[config.mk]
export PLATFORM = sky130hd
export DESIGN_NAME = block_edit_ctrl_flat
export DESIGN_NICKNAME = d
export VERILOG_FILES = /design/src/rtl/block_edit_pkg.sv /design/src/rtl/block_edit_ctrl_if.sv /design/src/rtl/block_edit_ctrl_btn_edge_det.sv /design/src/rtl/block_edit_ctrl.sv /design/src/flat_wrapper.sv
export SDC_FILE = /design/constraint.sdc
export NUM_CORES = 1
export LEC_CHECK = 0
export CAP_MARGIN = 20
export CORE_ASPECT_RATIO = 1.75
export CORE_MARGIN = 2
export CORE_UTILIZATION = 38
export CTS_CLUSTER_DIAMETER = 60
export DETAILED_ROUTE_END_ITERATION = 10
export GPL_ROUTABILITY_DRIVEN = 0
export PLACE_DENSITY = 0.76
export SLEW_MARGIN = 20
export SYNTH_ARGS = -nofsm -noshare
export SYNTH_HDL_FRONTEND = slang
export SYNTH_SLANG_ARGS = --single-unit
[constraint.sdc]
create_clock -name clk -period 1.61 [get_ports clk]
set_input_delay 0.322 -clock clk [delete_from_list [all_inputs] [get_ports clk]]
set_output_delay 0.322 -clock clk [all_outputs]
set_load 0.03 [all_outputs]
[src/rtl/block_edit_pkg.sv]
// Shared types and constants for the block edit controller.
// Grid geometry, FSM states and word-memory address width.
package block_edit_pkg;

    typedef enum logic [1:0] {
        IDLE,
        EDIT,
        COMMIT_RD,
        COMMIT_WR
    } state_t;

    localparam int BLOCK_LOG2 = 5;
    localparam int GRID_COLS  = 20;
    localparam int GRID_ROWS  = 15;

    localparam logic [9:0] H_RES = 10'd640;
    localparam logic [8:0] V_RES = 9'd480;

    localparam int WR_ADDR_W = 14;

    localparam logic [4:0] ROW_LAST = 5'd31;

endpackage

[src/rtl/block_edit_ctrl_if.sv]
// Word-memory write port: valid/ready request with address and row data.
// master: controller drives valid/addr/data; slave: memory drives ready.
interface block_edit_ctrl_if;
    import block_edit_pkg::*;

    logic                 wr_valid;
    logic                 wr_ready;
    logic [WR_ADDR_W-1:0] wr_addr;
    logic [31:0]          wr_data;

    modport master (
        output wr_valid,
        output wr_addr,
        output wr_data,
        input  wr_ready
    );

    modport slave (
        input  wr_valid,
        input  wr_addr,
        input  wr_data,
        output wr_ready
    );

endinterface

[src/rtl/block_edit_ctrl_btn_edge_det.sv]
// Rising-edge detector for one mouse button level.
// Ports: clk, rst_n, btn (level in), rise (one-cycle edge out).
module btn_edge_det (
    input  logic clk,
    input  logic rst_n,
    input  logic btn,
    output logic rise
);

    // hist = {previous, current}
    logic [1:0] hist;
    logic       armed;

    // The first sample after reset seeds both history bits so a
    // button held through reset release is not seen as an edge.
    always_ff @(posedge clk or negedge rst_n) begin
        if (!rst_n) begin
            hist  <= 2'b00;
            armed <= 1'b0;
        end else begin
            hist  <= armed ? {hist[0], btn} : {btn, btn};
            armed <= 1'b1;
        end
    end

    assign rise = hist[0] & ~hist[1];

endmodule

[src/rtl/block_edit_ctrl.sv]
// Block edit controller: selects a grid block on left click, clears
// the canvas, and on commit copies 32 canvas rows to word memory.
// Ports: clk/rst_n, mouse position/buttons, key_enter/key_esc,
// editing/writing_block_pos/canvas_clear to the pixel path,
// canvas_rd_row/canvas_rd_data canvas read, wr write port (master),
// commit_done pulse and busy.
module block_edit_ctrl
    import block_edit_pkg::*;
(
    input  logic        clk,
    input  logic        rst_n,
    input  logic [9:0]  mouse_x,
    input  logic [8:0]  mouse_y,
    input  logic        mouse_left,
    input  logic        mouse_right,
    input  logic        key_enter,
    input  logic        key_esc,
    output logic        editing,
    output logic [8:0]  writing_block_pos,
    output logic        canvas_clear,
    output logic [4:0]  canvas_rd_row,
    input  logic [31:0] canvas_rd_data,
    block_edit_ctrl_if.master wr,
    output logic        commit_done,
    output logic        busy
);

    state_t      state;
    logic [4:0]  row;
    logic        wr_valid_q;
    logic        wr_first;
    logic [31:0] wr_data_q;
    logic        left_rise;
    logic        right_rise;
    logic        on_grid;

    btn_edge_det u_left (
        .clk   (clk),
        .rst_n (rst_n),
        .btn   (mouse_left),
        .rise  (left_rise)
    );

    btn_edge_det u_right (
        .clk   (clk),
        .rst_n (rst_n),
        .btn   (mouse_right),
        .rise  (right_rise)
    );

    assign on_grid = (mouse_x < H_RES) && (mouse_y < V_RES);

    assign canvas_rd_row = row;
    assign wr.wr_valid   = wr_valid_q;
    assign wr.wr_addr    = {writing_block_pos, row};

    // Canvas read data lands in the first write cycle; present it
    // directly then, and the held copy while waiting for ready.
    assign wr.wr_data = wr_first ? canvas_rd_data : wr_data_q;

    always_ff @(posedge clk or negedge rst_n) begin
        if (!rst_n) begin
            state             <= IDLE;
            row               <= '0;
            editing           <= 1'b0;
            writing_block_pos <= '0;
            canvas_clear      <= 1'b0;
            commit_done       <= 1'b0;
            busy              <= 1'b0;
            wr_valid_q        <= 1'b0;
            wr_first          <= 1'b0;
            wr_data_q         <= '0;
        end else begin
            canvas_clear <= 1'b0;
            commit_done  <= 1'b0;
            case (state)
                IDLE: begin
                    if (left_rise && on_grid) begin
                        writing_block_pos <= {
                            mouse_y[8:BLOCK_LOG2],
                            mouse_x[9:BLOCK_LOG2]
                        };
                        canvas_clear <= 1'b1;
                        editing      <= 1'b1;
                        state        <= EDIT;
                    end
                end
                EDIT: begin
                    if (key_esc || right_rise) begin
                        editing <= 1'b0;
                        state   <= IDLE;
                    end else if (key_enter) begin
                        row   <= '0;
                        busy  <= 1'b1;
                        state <= COMMIT_RD;
                    end
                end
                COMMIT_RD: begin
                    wr_valid_q <= 1'b1;
                    wr_first   <= 1'b1;
                    state      <= COMMIT_WR;
                end
                COMMIT_WR: begin
                    wr_first <= 1'b0;
                    if (wr_first) begin
                        wr_data_q <= canvas_rd_data;
                    end
                    if (wr.wr_ready) begin
                        wr_valid_q <= 1'b0;
                        if (row == ROW_LAST) begin
                            row         <= '0;
                            commit_done <= 1'b1;
                            editing     <= 1'b0;
                            busy        <= 1'b0;
                            state       <= IDLE;
                        end else begin
                            row   <= row + 5'd1;
                            state <= COMMIT_RD;
                        end
                    end
                end
                default: begin
                    editing    <= 1'b0;
                    busy       <= 1'b0;
                    wr_valid_q <= 1'b0;
                    wr_first   <= 1'b0;
                    row        <= '0;
                    state      <= IDLE;
                end
            endcase
        end
    end

endmodule

[src/flat_wrapper.sv]
// flat-port wrapper written by rule: the top's interface ports become plain ports
module block_edit_ctrl_flat import block_edit_pkg::*;
  (clk, rst_n, mouse_x, mouse_y, mouse_left, mouse_right, key_enter, key_esc, editing, writing_block_pos, canvas_clear, canvas_rd_row, canvas_rd_data, commit_done, busy, wr_wr_valid, wr_wr_addr, wr_wr_data, wr_wr_ready);
  block_edit_ctrl_if wr_i ();
  input  logic clk;
  input  logic rst_n;
  input  logic [9:0] mouse_x;
  input  logic [8:0] mouse_y;
  input  logic mouse_left;
  input  logic mouse_right;
  input  logic key_enter;
  input  logic key_esc;
  output logic editing;
  output logic [8:0] writing_block_pos;
  output logic canvas_clear;
  output logic [4:0] canvas_rd_row;
  input  logic [31:0] canvas_rd_data;
  output logic commit_done;
  output logic busy;
  output wire logic [$bits(wr_i.wr_valid)-1:0] wr_wr_valid;
  output wire logic [$bits(wr_i.wr_addr)-1:0] wr_wr_addr;
  output wire logic [$bits(wr_i.wr_data)-1:0] wr_wr_data;
  input wire logic [$bits(wr_i.wr_ready)-1:0] wr_wr_ready;
  assign wr_wr_valid = wr_i.wr_valid;
  assign wr_wr_addr = wr_i.wr_addr;
  assign wr_wr_data = wr_i.wr_data;
  assign wr_i.wr_ready = wr_wr_ready;
  block_edit_ctrl u_core (.clk(clk), .rst_n(rst_n), .mouse_x(mouse_x), .mouse_y(mouse_y), .mouse_left(mouse_left), .mouse_right(mouse_right), .key_enter(key_enter), .key_esc(key_esc), .editing(editing), .writing_block_pos(writing_block_pos), .canvas_clear(canvas_clear), .canvas_rd_row(canvas_rd_row), .canvas_rd_data(canvas_rd_data), .wr(wr_i), .commit_done(commit_done), .busy(busy));
endmodule
==> impl_metrics.tcl <==
set metrics [dict create \
    p_leak_nw 2.21 \
    cp_top_family "buffers and inverters" \
    worstPathRequired_ns 1.29 \
    die-height_um 119 \
    hold_viol_final 0 \
    synthesis.area_um2 2850 \
    power_density_nw_per_um2 2140 \
    cts.sinks 59 \
    p_sw_w 0.00386 \
    p_total_w 0.00996 \
    synth-xor-area-share 0 \
    startpoint "u_core.wr_first" \
    hp-class "in2reg" \
    cpMostUsedCell "buf_6" \
    ys_seq_elements 59 \
    grt_pass1_wl_um 11000 \
    syn_to_final_growth_pct 63.3 \
    grt_max_degree 33 \
    crit_chain "buf_6 -> buf_16 -> mux2_4 -> buf_6" \
    reg2reg_from "u_core.wr_first" \
    finalCritPeriodShare 1.12 \
    cp.arrival_ns 1.47 \
    hpwl_um 4550 \
    start_util 0.394 \
    die_w_um 69.5 \
    clk_path_buf_depth 2 \
    fmax_mhz 556 \
    syn_inst 216 \
    synth_warnings 0 \
    synth_fa_ha_area_frac 0.00878 \
    grt_util_met2 0.320 \
    status "complete, but fails checks" \
    avgSynthCellArea_um2 13.2 \
    cts_tree "yes" \
    grt_pass1_vias 2252 \
    dieArea_um2 8230 \
    start_kind "register" \
    drt-total-wl_um 6860 \
    synthDistinctLibCells 30 \
    first_iter_violations 83 \
    fp-row-count 41 \
    yosys.area_share.simple 0.0466 \
    syn_nets 276 \
    p_clk_frac 0.173 \
    synth_top_family_by_area "multiplexers" \
    fin_util 0.643 \
    met3_usage 0.0281 \
    cap_viol_max_count 0 \
    drive_gt1_frac 0.447 \
    synth-compound-area-share 0.0509 \
    yosys-top-cells-area "dfrtp_1 52%, mux2_2 26%, buf_4 4.5%" \
    crit_buf_inv 3 \
    ant_nets 0 \
    violations "negative setup slack" \
    setup_ws_ns -0.187 \
    coreArea_um2 7230 \
    vias_per_cell 4.91 \
    slew_violations 0 \
    combPwrFrac 0.570 \
    grt_use_met1 0.179 \
    grt.total_usage 0.170 \
    fin_crit_ns 1.80 \
    crit_type "reg2out" \
    antenna_cells 0 \
    cp_max_fo 8 \
    power.internal_w 0.00610 \
    wl_per_cell_um 15.8 \
    yosysTopAreaCellShare 0.518 \
    synth.area.mux_share 0.307 \
    drc 0 \
    end_kind "output pin" \
    num_vias 2127 \
    cpMaxStageDelayCell "dfrtp_2" \
    finalClockSkew_ns 0.00350 \
    p_seq_frac 0.257 \
    switching_share 0.388 \
    grt_busiest_layer "met2" \
    clk_latency_ns 0.32 \
    setup_violations 32 \
    antenna_found_initial 0 \
    cpPeakStageDelay_ns 0.41 \
    hp-start "mouse_x[7]" \
    port_buffers 112 \
    peakVddDrop_v 0.00101 \
    gr-total-overflow 0 \
    numCtsBuffers 9 \
    drt_first_pass_iters 4 \
    ys_seq_area_frac 0.518 \
    synth_top_area_cell "dfrtp_1" \
    pre_cts_slack_ns -0.308 \
    clkTransAtPathRegs_ns 0.05 \
    cts_htree_levels 3 \
    rsz0062_at_grt "yes" \
    cts_root_buffer "clkbuf_16" \
    fin_nets 402 \
    num_io_pins 123 \
    whs_ns 0.286 \
]
## power by group through the flow
stage / combinational (W) / sequential [W] / clock, W
detailed placement: 0.00504 / 0.00258 / 0
CTS: 0.00537 / 0.00256 / 0.00176
global placement: 0.00496 / 0.00255 / 0
finish: 0.00567 / 0.00256 / 0.00172
global route: 0.00596 / 0.00265 / 0.00181
floorplan: 0.00308 / 0.00286 / 0
## what timing repair did
| action | in CTS | in global routing |
|---|---|---|
| pin swaps | 0 | 3 |
| setup buffers | 4 | 8 |
| gates resized for setup | 75 | 31 |
| gates cloned | 3 | 0 |
| hold buffers | 1 | 0 |
| endpoints found under the setup margin | 65 | 44 |
| hold endpoints to repair | 16 | 0 |
## placed cells by master (no fill, tap or decap), types with 3 or more instances in the layout
master           synthesis  layout
mux2_2                  67      42
nor2_1                   6       6
clkbuf_1                 4       3
a21oi_1                  5       5
nand2_1                  5       5
clkbuf_16                0       9
nand3_1                  3       3
buf_12                   0       4
clkdlybuf4s50_1          0      44
o21ai_0                  5       3
dfrtp_1                 59      56
buf_6                    1      37
inv_1                    6       6
buf_4                   17      15
mux2_4                   8      33
a22o_1                   6       6
dfrtp_2                  0       3
buf_16                   0       3
dlygate4sd2_1            0      33
## cell families (layout without fill, tap and decap cells)
family / count (synthesis) / after routing
AND/OR/NAND/NOR: 26 / 26
AO/OA/AOI/OAI: 22 / 22
buffers and inverters: 31 / 162
flip-flops: 59 / 59
other: 1 / 1
adder cells (fa/ha/maj): 2 / 2
multiplexers: 75 / 75
## per-stage QoR
stage	area, um2	TNS [ns]	cells
floorplan	2870	0	216
global route	4650	-6.40	433
finish	4650	-5.50	433
global placement	3980	-2.59	401
detailed placement	3980	-3.01	401
CTS	4480	-5.58	425
## metal layers
layer  up-vias  wire length (um)
li1       1003                 -
met1      1046              2570
met2        69              3870
met3         9               282
met4         0               134
met5         -                 0
## area by class of cell
class	instances	area, um2
tap	86	108
sequential	59	1480
clock inverter	2	10.0
timing repair buffer	140	1460
multi-input combinational	126	1310
fill	556	2580
clock buffer	14	264
inverter	6	22.5
## worst register-to-register path: stages (launching register included)
cell and delay, ns:
dfrtp_2 0.41, buf_6 0.14, buf_16 0.15, mux2_4 0.32, buf_6 0.12, buf_6 0.10, mux2_4 0.25
## state kept, by name, summed over array words and instances, names as in the netlist
register and cells:
u_core.u_right.hist 2, u_core.writing_block_pos 9, u_core.busy 1, u_core.canvas_clear 1, u_core.u_left.hist 2, u_core.state 2
u_core.canvas_rd_row 5, u_core.wr_data_q 32, u_core.editing 1, u_core.u_left.armed 1, u_core.commit_done 1, u_core.wr_first 1
u_core.wr.wr_valid 1
## Yosys cell counts (all sizes together)
cell and number:
a21boi 1, a21o 1, a21oi 5, a22o 6
a22oi 1, a31oi 2, and2 2, and3 1
buf 21, clkbuf 4, conb 1, dfrtp 59
ha 2, inv 6, mux2 75, nand2 5
nand2b 1, nand3 3, nand4 1, nand4b 1
nor2 6, nor2b 2, nor3 1, nor4 2
o21ai 5, o21bai 1, or2 1
## final timing paths
path / end / slack (ns) / cells past startpoint
setup / recovery: wr_wr_data[25] / -0.19 / 4
hold / removal: u_core.writing_block_pos[2] / 0.29 / 2
max in group asynchronous: u_core.wr_data_q[0] / 0.55 / 3
min in group asynchronous: u_core.u_left.hist[1] / 0.47 / 2
hold reg to reg: u_core.wr.wr_valid / 0.49 / 2
setup reg to reg: u_core.wr_data_q[25] / 0.01 / 6
Note: power is estimated with default switching activity, not from simulation.
